`src/rtl/rotary_entry_controller.sv`:
```
// Rotary hex word editor: rotation edges edit one nibble at a time, a short press
// selects the next lower nibble, a long press offers the word over valid/ready.
module rotary_entry_controller #(
    parameter int WIDTH       = 16,
    parameter int LONG_CYCLES = 25_000_000,
    localparam int NIBBLES    = WIDTH / 4,
    localparam int SELW       = (NIBBLES > 1) ? $clog2(NIBBLES) : 1
) (
    input  logic             clk,
    input  logic             resetN,
    input  logic             right,
    input  logic             left,
    input  logic             down,
    input  logic             loadValue,
    input  logic [WIDTH-1:0] loadData,
    input  logic             commitReady,
    output logic [WIDTH-1:0] entryValue,
    output logic [SELW-1:0]  nibbleSel,
    output logic             commitValid,
    output logic             busy
);

    localparam int CW = $clog2(LONG_CYCLES + 1);
    localparam logic [SELW-1:0] SEL_MAX = SELW'(NIBBLES - 1);
    localparam logic [CW-1:0]   CNT_MAX = CW'(LONG_CYCLES);
    localparam logic [CW-1:0]   CNT_LAST = CW'(LONG_CYCLES - 1);

    typedef enum logic [1:0] {
        S_EDIT    = 2'd0,
        S_PRESS   = 2'd1,
        S_COMMIT  = 2'd2,
        S_RELEASE = 2'd3
    } state_t;

    state_t           state_q;
    logic [WIDTH-1:0] entry_q;
    logic [SELW-1:0]  sel_q;
    logic             valid_q;
    logic             busy_q;
    logic [CW-1:0]    cnt_q;
    logic             right_q, left_q, down_q;

    logic             rise_r, rise_l, rise_d, fall_d;
    logic [WIDTH-1:0] entry_rot;
    logic [SELW-1:0]  sel_dec;

    always_comb begin
        rise_r = right & ~right_q;
        rise_l = left & ~left_q;
        rise_d = down & ~down_q;
        fall_d = ~down & down_q;
        sel_dec = (sel_q == '0) ? SEL_MAX : sel_q - SELW'(1);
        entry_rot = entry_q;
        for (int i = 0; i < NIBBLES; i++) begin
            if (sel_q == SELW'(i)) begin
                entry_rot[4*i +: 4] = rise_r ? entry_q[4*i +: 4] + 4'd1
                                             : entry_q[4*i +: 4] - 4'd1;
            end
        end
    end

    always_ff @(posedge clk or negedge resetN) begin
        if (!resetN) begin
            state_q <= S_EDIT;
            entry_q <= '0;
            sel_q   <= SEL_MAX;
            valid_q <= 1'b0;
            busy_q  <= 1'b0;
            cnt_q   <= '0;
            right_q <= 1'b1;
            left_q  <= 1'b1;
            down_q  <= 1'b1;
        end else begin
            right_q <= right;
            left_q  <= left;
            down_q  <= down;
            case (state_q)
                S_EDIT: begin
                    if (loadValue) begin
                        entry_q <= loadData;
                        sel_q   <= SEL_MAX;
                    end else if (rise_r ^ rise_l) begin
                        entry_q <= entry_rot;
                    end
                    // The sampling edge of the press already counts as one held cycle.
                    if (rise_d) begin
                        state_q <= S_PRESS;
                        busy_q  <= 1'b1;
                        cnt_q   <= CW'(1);
                    end
                end
                S_PRESS: begin
                    if (fall_d) begin
                        state_q <= S_EDIT;
                        busy_q  <= 1'b0;
                        sel_q   <= sel_dec;
                    end else if (down) begin
                        if (cnt_q != CNT_MAX) cnt_q <= cnt_q + CW'(1);
                        if (cnt_q >= CNT_LAST) begin
                            state_q <= S_COMMIT;
                            valid_q <= 1'b1;
                        end
                    end
                end
                S_COMMIT: begin
                    if (commitReady) begin
                        state_q <= S_RELEASE;
                        valid_q <= 1'b0;
                    end
                end
                S_RELEASE: begin
                    if (!down) begin
                        state_q <= S_EDIT;
                        busy_q  <= 1'b0;
                    end
                end
                default: begin
                    state_q <= S_EDIT;
                    busy_q  <= 1'b0;
                    valid_q <= 1'b0;
                end
            endcase
        end
    end

    assign entryValue  = entry_q;
    assign nibbleSel   = sel_q;
    assign commitValid = valid_q;
    assign busy        = busy_q;

endmodule

```
`config.mk`:
```
export PLATFORM = sky130hd
export DESIGN_NAME = rotary_entry_controller
export DESIGN_NICKNAME = d
export VERILOG_FILES = /design/src/rtl/rotary_entry_controller.sv
export SDC_FILE = /design/constraint.sdc
export NUM_CORES = 1
export LEC_CHECK = 0
export CORE_ASPECT_RATIO = 1.2
export CORE_MARGIN = 10
export CORE_UTILIZATION = 59
export DETAILED_ROUTE_END_ITERATION = 8
export PLACE_DENSITY = 0.85
export SLEW_MARGIN = 10
export SYNTH_ARGS = -nofsm -noshare
export SYNTH_HDL_FRONTEND = slang
export SYNTH_SLANG_ARGS = --single-unit
```
`constraint.sdc`:
```
create_clock -name clk -period 3.87 [get_ports clk]
set_input_delay 0.9675 -clock clk [delete_from_list [all_inputs] [get_ports clk]]
set_output_delay 0.9675 -clock clk [all_outputs]
set_load 0.02 [all_outputs]
```
[Yosys cells after proc, flatten, opt, wreduce, memory -nomap -nowiden]
Index checks and enable logic that the tools add are counted.
Operators by class
  reduce and logical (&&, ||, !) cells: 19
  order comparisons: 1
  bitwise gates (word level): 9
  equal/unequal tests: 18
  add/subtract/negate cells: 10
  muxes and demuxes: 35
Operators with widths (number)
  two-way mux 25 bit: 4
  one-hot mux 25 bit (2 select lines): 1
  two-way mux 16 bit: 2
  two-way mux 4 bit: 8
  adder 25 x 1 -> 25 bit (second input constant): 1
  greater-or-equal comparator 25 bit (second input constant): 1
  != test 25 bit (second input constant): 1
  two-way mux 2 bit: 9
  != test 2 bit (second input constant): 9
  adder 4 x 1 -> 4 bit (second input constant): 4
  subtractor 4 x 1 -> 4 bit (second input constant): 4
  AND reduction 3 bit: 5
  AND reduction 5 bit: 3
  nonzero test 2 bit: 7
  equality test 2 bit (second input constant): 4
  one-hot mux 2 bit (4 select lines): 1
  two-way mux 1 bit: 7
  != test 3 bit (second input constant): 2
  AND 1 bit: 4
  equality test 2 x 1 -> 1 bit (second input constant): 2
  zero test 2 bit: 2
  inverter 1 bit: 4
  one-hot mux 2 bit (2 select lines): 1
  AND reduction 4 bit: 1
  5 further kinds: 5
Word-level totals
  input bits: 23
  output and inout port bits: 20
  register bits after elaboration: 50

[Logic depth before layout (Yosys ltp)]
  word-level depth: 6
  depth in mapped cells: 8

[Worst setup path before layout]
Ideal clock, no wire load.
  path kind: input -> register
  start: input port right
  end: register entry_q[15], in the netlist entryValue[15]
  library setup time: 0.137 ns
  slack: 1.076 ns
  arrival time: 2.657 ns
  buffers on the path: 0
  stages: 8
  data required time: 3.733 ns
  cell sequence: and2b_1 inv_1 ha_1 a21o_1 a21oi_1 mux2i_1 mux2i_1 a21oi_1
On the way
  longest elaborated chain between the ends: 5
Ends and longest elaborated chain
  start: declaration: RTL line 11  | input logic right,
  AND 1 bit *: RTL line 48  | rise_r = right & ~right_q;
  two-way mux 4 bit: RTL line 56  | entry_rot[4*i +: 4] = rise_r ? entry_q[4*i +: 4] + 4'd1
  two-way mux 4 bit: RTL line 55  | if (sel_q == SELW'(i)) begin
  two-way mux 16 bit: RTL line 82  | end else if (rise_r ^ rise_l) begin
  two-way mux 16 bit: RTL line 79  | if (loadValue) begin
  end signal: assignment: RTL line 80  | entry_q <= loadData;
  end signal: assignment: RTL line 83  | entry_q <= entry_rot;
  end: declaration: RTL line 36  | logic [WIDTH-1:0] entry_q;
Every way passes the cells marked *; elsewhere a longest branch is shown, timed or not. The select of a mux whose other input is x is not followed.
A chain may end at the register's enable or synchronous reset.

[Worst setup path in the final report]
  start: input port right
  end: register entry_q[5], in the netlist entryValue[5]
Same word-level chain as after synthesis.

==> impl_metrics.yaml <==
sta:
  drv_slew: 0
  finalClockSkew_ns: 0.00760
  min_period_ns: 3.04
  grt_setup_unrepaired: "false"
  setup_tns_ns: 0
  hold_violations: 0
  fin_hold_ws_ns: 0.522
  tightest_slew_ns: 0.689
  max_freq_ghz: 0.329
  slew-limit-headroom_pct: 54.1
  period_share_pct: 78.6
  fin_ws_ns: 0.826
  setup_violations: 0
worst_setup_path:
  path_buf_inv: 3
  cpPeakStageDelay_ns: 0.49
  arrival_ns: 3.21
  startpoint_type: "primary input"
  crit_slowest_cell: "clkdlybuf4s50_1"
  cp-end-kind: "flip-flop"
  path_class: "in2reg"
  cp_max_fo: 14
  worstPathRequired_ns: 4.04
  critPathTopFamily: "buffers and inverters"
  crit_path_cell_trace: "clkdlybuf4s50_1, and2b_1, inv_1, buf_4, xnor2_2, o21ai_0, o22ai_1, a21oi_1"
detailed_routing:
  drt_iter0_markers: 156
  wire_per_inst_microns: 17.3
  route.detailed.drc: 0
  drt-total-wl_microns: 7700
  viasPerCell: 6.08
  first_pass_iters: 4
  postRouteAntennaNets: 0
  vias: 2710
logic_synthesis:
  synth_fp_nets: 382
  yosys_warnings: 0
  synth.avg_cell_area_sq_um: 9.21
  async_flop_share_pct: 100
  synth_cells: 341
  syn_area_sq_um: 3140
  synth_flop_cell: "dfrtp_1"
  ys_seq_area_share_pct: 40.0
  synth_edf_count: 0
  ys_types: 51
  ys_ff_latch: 50
global_route:
  grt_max_degree: 30
  grt.total_usage_pct: 18.0
  grt_pass1_vias: 2755
  grt_overflow: 0
  antenna_found_initial: 0
  grt_pass1_wl_microns: 12900
min_path:
  hp-class: "reg2reg"
layout:
  final_common_cell: "dfrtp_1"
  n_antenna_cell: 0
  syn_to_final_growth_pct: 18.7
  most-common-layout-cells: "dfrtp_1 (45), nand2_1 (42), clkdlybuf4s50_1 (41)"
  instances_no_fill: 446
  final_core_util_pct: 71.4
  layout.nets: 424
  drive_gt1_share_pct: 8.33
floorplanning:
  initial_core_util_pct: 60.1
  die_h_microns: 99.9
  core_area_sq_um: 5230
  fp.dieArea_sq_um: 8660
  ios: 43
  die_x_microns: 86.6
  num_rows: 29
placed_design:
  port-buffer-count: 42
  dp.cells: 438
  pre_cts_slack_ns: 0.500
  hpwlAfterDp_microns: 5700
  place_congestion: 0.887
clocking:
  path_clk_slew_ns: 0.09
  cts_resized: 0
  cts.sinks: 50
  numCtsBuffers: 5
  cts_max_level: 2
  cts_hold_buf: 0
  post_cts_buffers: 0
  cts-root-buf: "clkbuf_8"
  insertion_delay_ns: 0.30
  cts_tree: "done"
  cts_buffer_depth: 2
power:
  p_per_area_nw_per_um2: 629
  ir_drop_v: 0.000283
  p_leak_nw: 1.56
run_status:
  status: "completed"
flow_run:
  drv_cap: 0
[Yosys cell counts (2+ instances only)]
library cell	count	share of area [%]
nor4_1	2	0.40
nor3_1	7	1.1
o31ai_1	3	0.72
a21oi_1	30	4.8
and3_1	3	0.60
o311ai_0	2	0.56
nand2_1	42	5.0
o21ai_0	16	2.5
fa_1	4	2.5
xor2_1	10	2.8
nor2_2	2	0.40
o21a_1	2	0.48
inv_1	11	1.3
nand4_1	6	1.2
nor3b_1	2	0.48
nand3_1	17	2.7
and4_1	2	0.56
dfstp_2	5	4.2
o211ai_1	4	0.96
dfrtp_1	45	36
buf_2	2	0.32
mux2i_1	12	3.8
clkbuf_1	8	0.96
nor2b_1	4	0.80
nor4_2	3	1.2
or3_1	4	0.80
ha_1	14	5.6
xnor2_1	13	3.6
a21o_1	4	0.96
nor2_1	21	2.5
o22ai_1	17	3.4
nand2b_1	5	1.0
[power by group]
part | switching, mW | internal [mW] | total, mW | leakage [nW]
registers | 0.197 | 0.659 | 0.856 | 0.640
clock network | 0.172 | 0.181 | 0.353 | 0.0575
logic | 0.612 | 0.524 | 1.14 | 0.858
[flip-flops by register name, summed over array words and instances, names as in the netlist, named ones only]
name / cells
state_q: 1
commitValid: 1
entryValue: 16
left_q: 1
busy: 1
down_q: 1
cnt_q: 25
right_q: 1
nibbleSel: 2
[cells by family (layout without fill, tap and decap cells)]
| kind of cell | Yosys count | count (layout) | share of synthesized area, % |
|---|---|---|---|
| simple gates | 133 | 133 | 22.8 |
| compound gates | 82 | 82 | 15.4 |
| flops | 50 | 50 | 40.0 |
| xor+xnor | 24 | 24 | 6.93 |
| buf+inv | 22 | 65 | 2.95 |
| fa+ha+maj | 18 | 18 | 8.12 |
| mux | 12 | 12 | 3.82 |
[per-stage QoR]
stage | total power [mW] | instance area [sq um]
floorplan | 1.56 | 3140
global placement | 1.96 | 3620
detailed placement | 2.00 | 3620
CTS | 2.36 | 3730
global route | 2.50 | 3730
finish | 2.34 | 3730
[worst min-delay path: cells and delay by family, from the launching register on]
family	cells	cell delay, ns
compound gates	2	0.15
flops	1	0.34
[path summary, 6_finish.rpt]
check	endpoint	slack (ns)	depth (start not counted)	from
max in group asynchronous	down_q	2.37	2	resetN
min reg2reg	commitValid	0.52	2	commitValid
min	commitValid	0.52	2	commitValid
max	entryValue[5]	0.83	8	right
max reg2reg	entryValue[3]	1.42	8	right_q
min in group asynchronous	entryValue[5]	0.69	1	resetN
[per-layer routing]
| layer | share of wire, % | vias up | GRT usage (%) | wire, microns |
|---|---|---|---|---|
| li1 | - | 1303 | - | - |
| met1 | 38 | 1316 | 19.2 | 2940 |
| met2 | 55 | 76 | 33.9 | 4220 |
| met3 | 5.1 | 15 | 4.05 | 393 |
| met4 | 1.8 | 0 | 5.12 | 141 |
| met5 | 0 | - | 0 | 0 |
[area by class of cell]
cell class	count	area (sq um)
repair buffers	46	445
fillers	414	1500
clock buffers	8	110
well taps	62	77.6
inverters	11	41.3
flip-flops and latches	50	1260
multi-input cells	269	1800
Power figures use the tool's default switching activity.
